<file path="src/rtl/alu_issue_ctrl.sv">
// Issue controller for a combinational MIPS-subset ALU: decodes one request at a time,
// holds operands for SETTLE_CYCLES, captures the result and offers it on a response port.
module alu_issue_ctrl #(
    parameter int SETTLE_CYCLES = 1
) (
    input  logic        clk,
    input  logic        rst_n,
    input  logic        req_valid,
    output logic        req_ready,
    input  logic [5:0]  opcode,
    input  logic [5:0]  funct,
    input  logic [31:0] rs_val,
    input  logic [31:0] rt_val,
    input  logic [15:0] imm,
    output logic [3:0]  alu_ctl,
    output logic [31:0] alu_a,
    output logic [31:0] alu_b,
    input  logic [31:0] alu_out,
    input  logic [1:0]  alu_zero,
    output logic        rsp_valid,
    input  logic        rsp_ready,
    output logic [31:0] rsp_result,
    output logic        rsp_branch,
    output logic        rsp_illegal,
    output logic [1:0]  state_dbg
);
    // Handshake: a transfer happens on a rising edge where valid && ready are both high;
    // the sender holds its payload stable while valid is high and ready is low.

    localparam logic [3:0] CTL_AND = 4'b0000;
    localparam logic [3:0] CTL_OR  = 4'b0001;
    localparam logic [3:0] CTL_ADD = 4'b0010;
    localparam logic [3:0] CTL_SUB = 4'b0110;
    localparam logic [3:0] CTL_SLT = 4'b0111;
    localparam logic [3:0] SETTLE_LOAD = 4'(SETTLE_CYCLES - 1);

    typedef enum logic [1:0] {
        IDLE = 2'd0,
        EXEC = 2'd1,
        RESP = 2'd2
    } state_t;

    state_t      state, state_nxt;
    logic [3:0]  cnt;
    logic        is_beq;
    logic        accept;
    logic        dec_legal;
    logic [3:0]  dec_ctl;
    logic [31:0] dec_b;
    logic        unused_zero;

    assign unused_zero = alu_zero[1];
    assign state_dbg   = state;
    assign accept      = req_valid && req_ready;

    always_comb begin
        dec_legal = 1'b1;
        dec_ctl   = CTL_ADD;
        dec_b     = rt_val;
        case (opcode)
            6'h00: begin
                case (funct)
                    6'h20:   dec_ctl = CTL_ADD;
                    6'h22:   dec_ctl = CTL_SUB;
                    6'h24:   dec_ctl = CTL_AND;
                    6'h25:   dec_ctl = CTL_OR;
                    6'h2A:   dec_ctl = CTL_SLT;
                    default: dec_legal = 1'b0;
                endcase
            end
            6'h08, 6'h23, 6'h2B: dec_b = {{16{imm[15]}}, imm};
            6'h0A: begin
                dec_ctl = CTL_SLT;
                dec_b   = {{16{imm[15]}}, imm};
            end
            6'h0C: begin
                dec_ctl = CTL_AND;
                dec_b   = {16'h0000, imm};
            end
            6'h0D: begin
                dec_ctl = CTL_OR;
                dec_b   = {16'h0000, imm};
            end
            6'h04:   dec_ctl = CTL_SUB;
            default: dec_legal = 1'b0;
        endcase
    end

    always_ff @(posedge clk or negedge rst_n) begin
        if (!rst_n) state <= IDLE;
        else        state <= state_nxt;
    end

    always_comb begin
        state_nxt = state;
        req_ready = 1'b0;
        case (state)
            IDLE: begin
                req_ready = 1'b1;
                if (req_valid) state_nxt = dec_legal ? EXEC : RESP;
            end
            EXEC:    if (cnt == 4'd0) state_nxt = RESP;
            RESP:    if (rsp_valid && rsp_ready) state_nxt = IDLE;
            default: state_nxt = IDLE;
        endcase
    end

    // Illegal requests enter RESP with rsp_valid low; it rises one cycle later.
    always_ff @(posedge clk or negedge rst_n) begin
        if (!rst_n) begin
            alu_ctl     <= 4'd0;
            alu_a       <= 32'd0;
            alu_b       <= 32'd0;
            cnt         <= 4'd0;
            is_beq      <= 1'b0;
            rsp_valid   <= 1'b0;
            rsp_result  <= 32'd0;
            rsp_branch  <= 1'b0;
            rsp_illegal <= 1'b0;
        end else begin
            case (state)
                IDLE: begin
                    if (accept) begin
                        if (dec_legal) begin
                            alu_ctl <= dec_ctl;
                            alu_a   <= rs_val;
                            alu_b   <= dec_b;
                            is_beq  <= (opcode == 6'h04);
                            cnt     <= SETTLE_LOAD;
                        end else begin
                            rsp_illegal <= 1'b1;
                            rsp_result  <= 32'd0;
                            rsp_branch  <= 1'b0;
                        end
                    end
                end
                EXEC: begin
                    if (cnt == 4'd0) begin
                        rsp_result  <= alu_out;
                        rsp_branch  <= is_beq & alu_zero[0];
                        rsp_illegal <= 1'b0;
                        rsp_valid   <= 1'b1;
                    end else begin
                        cnt <= cnt - 4'd1;
                    end
                end
                RESP: begin
                    if (!rsp_valid)     rsp_valid <= 1'b1;
                    else if (rsp_ready) rsp_valid <= 1'b0;
                end
                default: ;
            endcase
        end
    end
endmodule
</file>
<file path="config.mk">
export PLATFORM = sky130hd
export DESIGN_NAME = alu_issue_ctrl
export DESIGN_NICKNAME = d
export VERILOG_FILES = /design/src/rtl/alu_issue_ctrl.sv
export SDC_FILE = /design/constraint.sdc
export NUM_CORES = 1
export LEC_CHECK = 0
export BUFFER_PORTS_ARGS = -buffer_cell sky130_fd_sc_hd__buf_2
export CAP_MARGIN = 10
export CORE_ASPECT_RATIO = 0.9
export CORE_MARGIN = 4
export CORE_UTILIZATION = 47
export CTS_CLUSTER_SIZE = 28
export DETAILED_ROUTE_END_ITERATION = 16
export GPL_TIMING_DRIVEN = 0
export PLACE_DENSITY = 0.9
export RECOVER_POWER = 25
export SLEW_MARGIN = 20
export SYNTH_ARGS = -nofsm -noshare
export SYNTH_HDL_FRONTEND = slang
export SYNTH_SLANG_ARGS = --single-unit
</file>
<file path="constraint.sdc">
create_clock -name clk -period 3.1 [get_ports clk]
set_clock_uncertainty 0.15 [all_clocks]
set_input_delay 0.62 -clock clk [delete_from_list [all_inputs] [get_ports clk]]
set_output_delay 0.62 -clock clk [all_outputs]
set_load 0.005 [all_outputs]
</file>
# Yosys cells after proc, flatten, opt, wreduce, memory -nomap -nowiden
# Index checks and enable logic that the tools add are counted.
# classes
n_eq_ne,21
add_sub_neg,1
bitwise_logic,1
reduce_logical,16
muxes,31
# op_table
cell,count
case mux 32 bit (2 select lines),2
two-way mux 32 bit,3
== test 6 bit (second input constant),7
== test 6 x 4 -> 1 bit (second input constant),4
case mux 3 bit (5 select lines),1
inequality test 2 bit (second input constant),7
two-way mux 4 bit,3
case mux 3 bit (4 select lines),1
two-way mux 1 bit,11
two-way mux 2 bit,4
case mux 1 bit (2 select lines),4
case mux 4 bit (2 select lines),1
AND reduction 4 bit,2
OR reduction 7 bit,1
== test 6 x 3 -> 1 bit (second input constant),1
zero test 6 bit,1
case mux 2 bit (3 select lines),1
AND reduction 3 bit,2
OR reduction 5 bit,1
zero test 4 bit,1
nonzero test 2 bit,2
OR reduction 4 bit,1
subtractor 4 x 1 -> 4 bit (second input constant),1
== test 2 x 1 -> 1 bit (second input constant),1
6 further kinds,7
# totals
regBits,110
output_inout_bits,106
word_cells,80

# Logic depth before layout (Yosys ltp)
# depth
ltp_word,7
depth_mapped,10
mapped_depth_nobuf,7

# Worst setup path after synthesis
# OpenSTA, ideal clock, no wires.
# synth_path
path_kind,input-to-reg
startpoint,in opcode[0]
endpoint,reg alu_a[14]
setup_slack_ps,359
path_stages,9
t_arrival_ps,2465
cell_sequence,buf_6 -> or4b_4 -> nor3b_4 -> nand4_1 -> and2_1 -> buf_6 -> buf_6 -> buf_6 -> mux2_4
# synth_between
elab_chain_cells,4
elab_cells_between_ends,11
classes_between,eq/ne: 7; mux: 1; reduce/logical: 3
# synth_rtl
item,line_no,text
"start, declared",10,"input logic [5:0] opcode,"
== test 6 x 3 -> 1 bit (tied with other cells),60,case (opcode)
OR reduction 7 bit (no line),n/a,
case mux 1 bit (2 select lines) *,60,
AND reduction 3 bit (no line) *,n/a,
"end signal, assigned",126,alu_a <= rs_val;
"end, declared",16,"output logic [31:0] alu_a,"
# Mark *: on every way between the ends. The rest lies on a longest branch, timed or not.
# A chain may end at the register's enable or synchronous reset.

# Worst setup path in the final report
# layout_path
startpoint,reg state[0] (netlist: state_dbg[0])
endpoint,out req_ready
# layout_between
elab_chain_cells,2
# layout_rtl
item,line_no,text
"start, declared",43,"state_t state, state_nxt;"
"start signal, assigned",91,else state <= state_nxt;
zero test 2 bit,97,case (state)
two-way mux 1 bit,97,
"end, declared",9,"output logic req_ready,"
# No other way between the ends.

==> results_tabular.tex <==
\begin{tabular}{lr}
\hline
Metric & Value \\
\hline
\multicolumn{2}{l}{\textbf{Logic synthesis}} \\
\quad Prevailing post-synth register cell & sky130\_fd\_sc\_hd\_\_dfrtp\_1 \\
\quad Post-Synth XOR/XNOR Area & 0 \\
\quad Distinct cells, synth & 44 \\
\quad Proportion of synthesized area in mux cells & 0.133 \\
\quad Share of synthesized cell area in and, or, nand and nor gates & 0.112 \\
\quad Synthesized netlist cell count & approximately 470 \\
\quad Synth Area per Inst & about 11 µm² \\
\quad Top area cells in the synthesized netlist & sky130\_fd\_sc\_hd\_\_dfrtp\_1 54\%, sky130\_fd\_sc\_hd\_\_o21ai\_0 6.8\%, sky130\_fd\_sc\_hd\_\_mux2\_4 5.1\% \\
\quad Netlist Area Pre-Place & 0.00504 mm² \\
\quad Cell accounting for the most synthesized area & sky130\_fd\_sc\_hd\_\_dfrtp\_1 \\
\quad Post-synthesis compound-gate area fraction & 0.164 \\
\quad Combinational family with the most area after synthesis & compound AO/OA/AOI/OAI gates \\
\quad Post-Synthesis Net Count & approximately 600 \\
\quad Portion of the post-synthesis area used by sequential elements & 0.541 \\
\quad Area share of the largest cell type after synthesis & 0.541 \\
\quad Synthesized-area fraction occupied by adder cells & 0.00496 \\
\quad Async set-or-reset flop fraction in the synthesized netlist & 1.00 \\
\quad Number of synthesized flops with an enable pin & 0 \\
\quad Number of warning messages in the yosys log & 0 \\
\quad Synthesis-stage register bit count & between 100 and 150 \\
\multicolumn{2}{l}{\textbf{CTS}} \\
\quad Setup bufs post-CTS & 0 \\
\quad Count of hold buffers inserted by post-cts repair & 0 \\
\quad Inserted Clock Buffers & 9 \\
\quad Longest Clk Path Bufs & 2 \\
\quad Clk\_lat worst skew & about 0.33 ns \\
\quad TritonCTS clock tree & built \\
\quad Count of cells resized by post-cts repair & 0 \\
\quad Cell chosen for the clock root & sky130\_fd\_sc\_hd\_\_clkbuf\_16 \\
\quad Clock sinks & approximately 110 \\
\quad CTS H-Tree Depth & 3 \\
\quad CTS clock-pin slew for the worst setup and hold paths & roughly 0.07 ns \\
\multicolumn{2}{l}{\textbf{Global routing}} \\
\quad Busiest layer in global routing & met2 \\
\quad Met2 routing resource usage after global routing & 0.368 \\
\quad Number of global-route vias before repair & about 4500 \\
\quad Met3 layer usage reported by global route & 0.0495 \\
\quad Wire length of the first global-routing pass & around 22 mm \\
\quad Initial antenna violation count & 0 \\
\quad Largest net degree at the start of global routing & between 50 and 60 \\
\quad GR Layer Usage met1 & 0.269 \\
\quad Overflow after GRT & 0 \\
\quad Overall fraction of global-route tracks in use & 0.215 \\
\multicolumn{2}{l}{\textbf{Detailed routing}} \\
\quad Remaining routing DRC violations & 0 \\
\quad Pre-Repair DR Iteration Count & 5 \\
\quad Total number of vias & approximately 4600 \\
\quad Number of nets with antenna violations after detailed routing & 0 \\
\quad DRC violation total after the first TritonRoute iteration & about 330 \\
\quad Vias/cell & around 5.4 \\
\quad Routed wire length & 13.8 mm \\
\quad Routed wire length per instance & between 15 and 20 µm \\
\multicolumn{2}{l}{\textbf{Min path}} \\
\quad Hold path startpoint & alu\_a[7] \\
\quad Hold Crit Class & reg2reg \\
\quad Number of cells on the worst hold path & 1 \\
\quad Endpoint of the worst hold-timing path & alu\_a[7] \\
\multicolumn{2}{l}{\textbf{Setup path}} \\
\quad Worst setup path class & reg2out \\
\quad Worst path required time & 2.33 ns \\
\quad Delay-heaviest family, CP & buffers and inverters \\
\quad Reg2reg setup slack & 0.46 ns \\
\quad Most Frequent Cell on Critical Path & sky130\_fd\_sc\_hd\_\_clkbuf\_1 \\
\quad Largest stage delay on the critical path & 0.38 ns \\
\quad Length in cells of the worst reg-to-reg path & 10 \\
\quad Critical-path cell list & clkbuf\_1 > or2\_2 > inv\_2 > clkbuf\_1 > buf\_2 \\
\quad Critical R2R Launch & state\_dbg[0] \\
\quad WP data arrival & approximately 2.0 ns \\
\quad Number of buffers and inverters on the critical path & 4 \\
\quad Element type at the critical path start & register \\
\quad Largest fanout on the critical path & 10 \\
\quad Worst-path cell with the longest stage delay & sky130\_fd\_sc\_hd\_\_dfrtp\_1 \\
\quad Capturing element type of the critical path & primary output \\
\quad Endpoint of the most critical register-to-register path & alu\_a[16] \\
\multicolumn{2}{l}{\textbf{Timing}} \\
\quad Endpoints failing hold & 0 \\
\quad Final Cycle Share & 0.894 \\
\quad Worst Tran Pin Value & $\sim$1.4 ns \\
\quad Final count of pins violating max slew & 0 \\
\quad Post-route setup TNS & 0 ns \\
\quad Highest clock rate & about 0.36 GHz \\
\quad RSZ-0062 raised after global routing & no \\
\quad Setup slack after layout & around 0.33 ns \\
\quad Worst hold slack across all endpoints & about 0.35 ns \\
\quad Slew HR & 0.0731 \\
\quad Shortest period the worst path allows & about 2.8 ns \\
\quad Final setup vio count & 0 \\
\multicolumn{2}{l}{\textbf{Die}} \\
\quad Starting density of the core & 0.486 \\
\quad Number of ports placed on the die boundary & roughly 240 \\
\quad Die width & roughly 120 µm \\
\quad Core Footprint & just over 0.01 mm² \\
\quad Num rows & 35 \\
\quad Die Y & between 100 and 150 µm \\
\quad DIE AREA & roughly 0.012 mm² \\
\multicolumn{2}{l}{\textbf{Power and ir drop}} \\
\quad Ratio of total power to cell area & roughly 840 mW/mm² \\
\quad Worst supply voltage drop on vdd & 457 µV \\
\quad Leakage power of the design & roughly 3.5 nW \\
\quad Total power of the final layout & approximately 0.0056 W \\
\multicolumn{2}{l}{\textbf{Finish}} \\
\quad Final std cell area, no fill & 0.00668 mm² \\
\quad Number of antenna diodes & 0 \\
\quad Area Growth Syn to Fin & 32.5\% \\
\quad Layout cells sized above 1 & 0.416 \\
\quad Nets@finish & approximately 840 \\
\quad Most frequent standard cell in the layout excluding fill and tap cells & sky130\_fd\_sc\_hd\_\_buf\_2 \\
\quad Leading cell types in the layout, fill and taps excluded & 231 x sky130\_fd\_sc\_hd\_\_buf\_2, 109 x sky130\_fd\_sc\_hd\_\_dfrtp\_1, 69 x sky130\_fd\_sc\_hd\_\_o21ai\_0 \\
\quad Count of fill cells added during filler insertion & around 800 \\
\multicolumn{2}{l}{\textbf{Placement}} \\
\quad Standard cell area after detailed placement & between 0.006 and 0.007 mm² \\
\quad HPWL Detailed & approximately 11 mm \\
\quad Port Buffers & 230 \\
\quad Worst setup timing slack at the placement stage & 0.165 ns \\
\quad Last weighted congestion value of the routability-driven placer & 0.843 \\
\multicolumn{2}{l}{\textbf{Outcome}} \\
\quad Result of the run & finished clean \\
\multicolumn{2}{l}{\textbf{Job}} \\
\quad Maximum capacitance violations & 0 \\
\hline
\end{tabular}
worst max-delay path by stage:
stage	startpoint	to	slack [ns]	cells past startpoint
floorplan	opcode[0]	alu_a[14]	0.36	9
global placement	rst_n	alu_b[21]	0.13	1
detailed placement	opcode[3]	alu_a[21]	0.17	9
global route	state_dbg[0]	req_ready	0.23	5
CTS	state_dbg[0]	req_ready	0.31	5
finish	state_dbg[0]	req_ready	0.33	5
cells by family after synthesis:
logic type,after synthesis
AOI/OAI and AO/OA,140
adders and majority gates,2
buffers and inverters,48
DFF,109
muxes,56
other,1
and+or+nand+nor,113
power by group:
part	internal [W]	switching, W	total [W]
Clock	0.000630	0.000517	0.00115
Sequential	0.00205	0.000379	0.00243
Combinational	0.00104	0.00101	0.00205
worst reg2reg max path, stage by stage, from the launching register on:
cell and delay, ns:
sky130_fd_sc_hd__dfrtp_1 0.38, sky130_fd_sc_hd__clkbuf_1 0.19, sky130_fd_sc_hd__or2_2 0.36, sky130_fd_sc_hd__inv_2 0.16, sky130_fd_sc_hd__nand2_1 0.07, sky130_fd_sc_hd__a211o_1 0.28, sky130_fd_sc_hd__and2_1 0.17, sky130_fd_sc_hd__buf_6 0.13
sky130_fd_sc_hd__buf_6 0.15, sky130_fd_sc_hd__buf_6 0.17, sky130_fd_sc_hd__mux2_4 0.31
final cells by class:
type,count,area (µm²),area share
Inverter,8,30.0,0.00449
Clock buffer,9,225,0.0337
Buffer,40,194,0.0290
Sequential cell,109,2730,0.408
Multi-Input combinational cell,312,2090,0.313
Timing Repair Buffer,231,1180,0.176
Clock inverter,7,72.6,0.0109
Tap cell,129,161,0.0242
layer usage:
metal	part of all wire	vias to the layer above	routed length, µm
li1	-	2165	-
met1	0.41	2204	5590
met2	0.51	201	6960
met3	0.074	18	1010
met4	0.015	0	200
met5	0	-	0
sequential cells by signal (all words and copies together), names as in the netlist:
register,count
alu_a,32
alu_b,32
rsp_result,32
cnt,4
alu_ctl,3
state_dbg,2
is_beq,1
rsp_branch,1
rsp_illegal,1
rsp_valid,1
per-stage QoR:
step,util,cells
floorplan,-,469
global placement,0.612,828
detailed placement,0.616,829
CTS,0.644,845
global route,0.644,845
finish,0.644,845
cells in the mapped netlist (2+ instances only):
master	count
sky130_fd_sc_hd__nand3_1	39
sky130_fd_sc_hd__o21ai_0	69
sky130_fd_sc_hd__nand2_1	43
sky130_fd_sc_hd__inv_1	7
sky130_fd_sc_hd__dfrtp_1	109
sky130_fd_sc_hd__mux2i_1	20
sky130_fd_sc_hd__a22o_1	2
sky130_fd_sc_hd__and2_1	2
sky130_fd_sc_hd__nor2b_1	3
sky130_fd_sc_hd__a22oi_1	32
sky130_fd_sc_hd__ha_1	2
sky130_fd_sc_hd__a41oi_1	2
sky130_fd_sc_hd__nor3b_1	3
sky130_fd_sc_hd__clkbuf_1	28
sky130_fd_sc_hd__a21oi_1	23
sky130_fd_sc_hd__buf_6	5
sky130_fd_sc_hd__or2_2	2
sky130_fd_sc_hd__buf_1	4
sky130_fd_sc_hd__a21o_1	3
sky130_fd_sc_hd__mux2_4	17
sky130_fd_sc_hd__nor2_1	8
sky130_fd_sc_hd__mux2_2	19
sky130_fd_sc_hd__nand4_1	3
sky130_fd_sc_hd__buf_2	2
sky130_fd_sc_hd__nor3_1	2
sky130_fd_sc_hd__a21boi_0	2
Power figures use the tool's default switching activity.
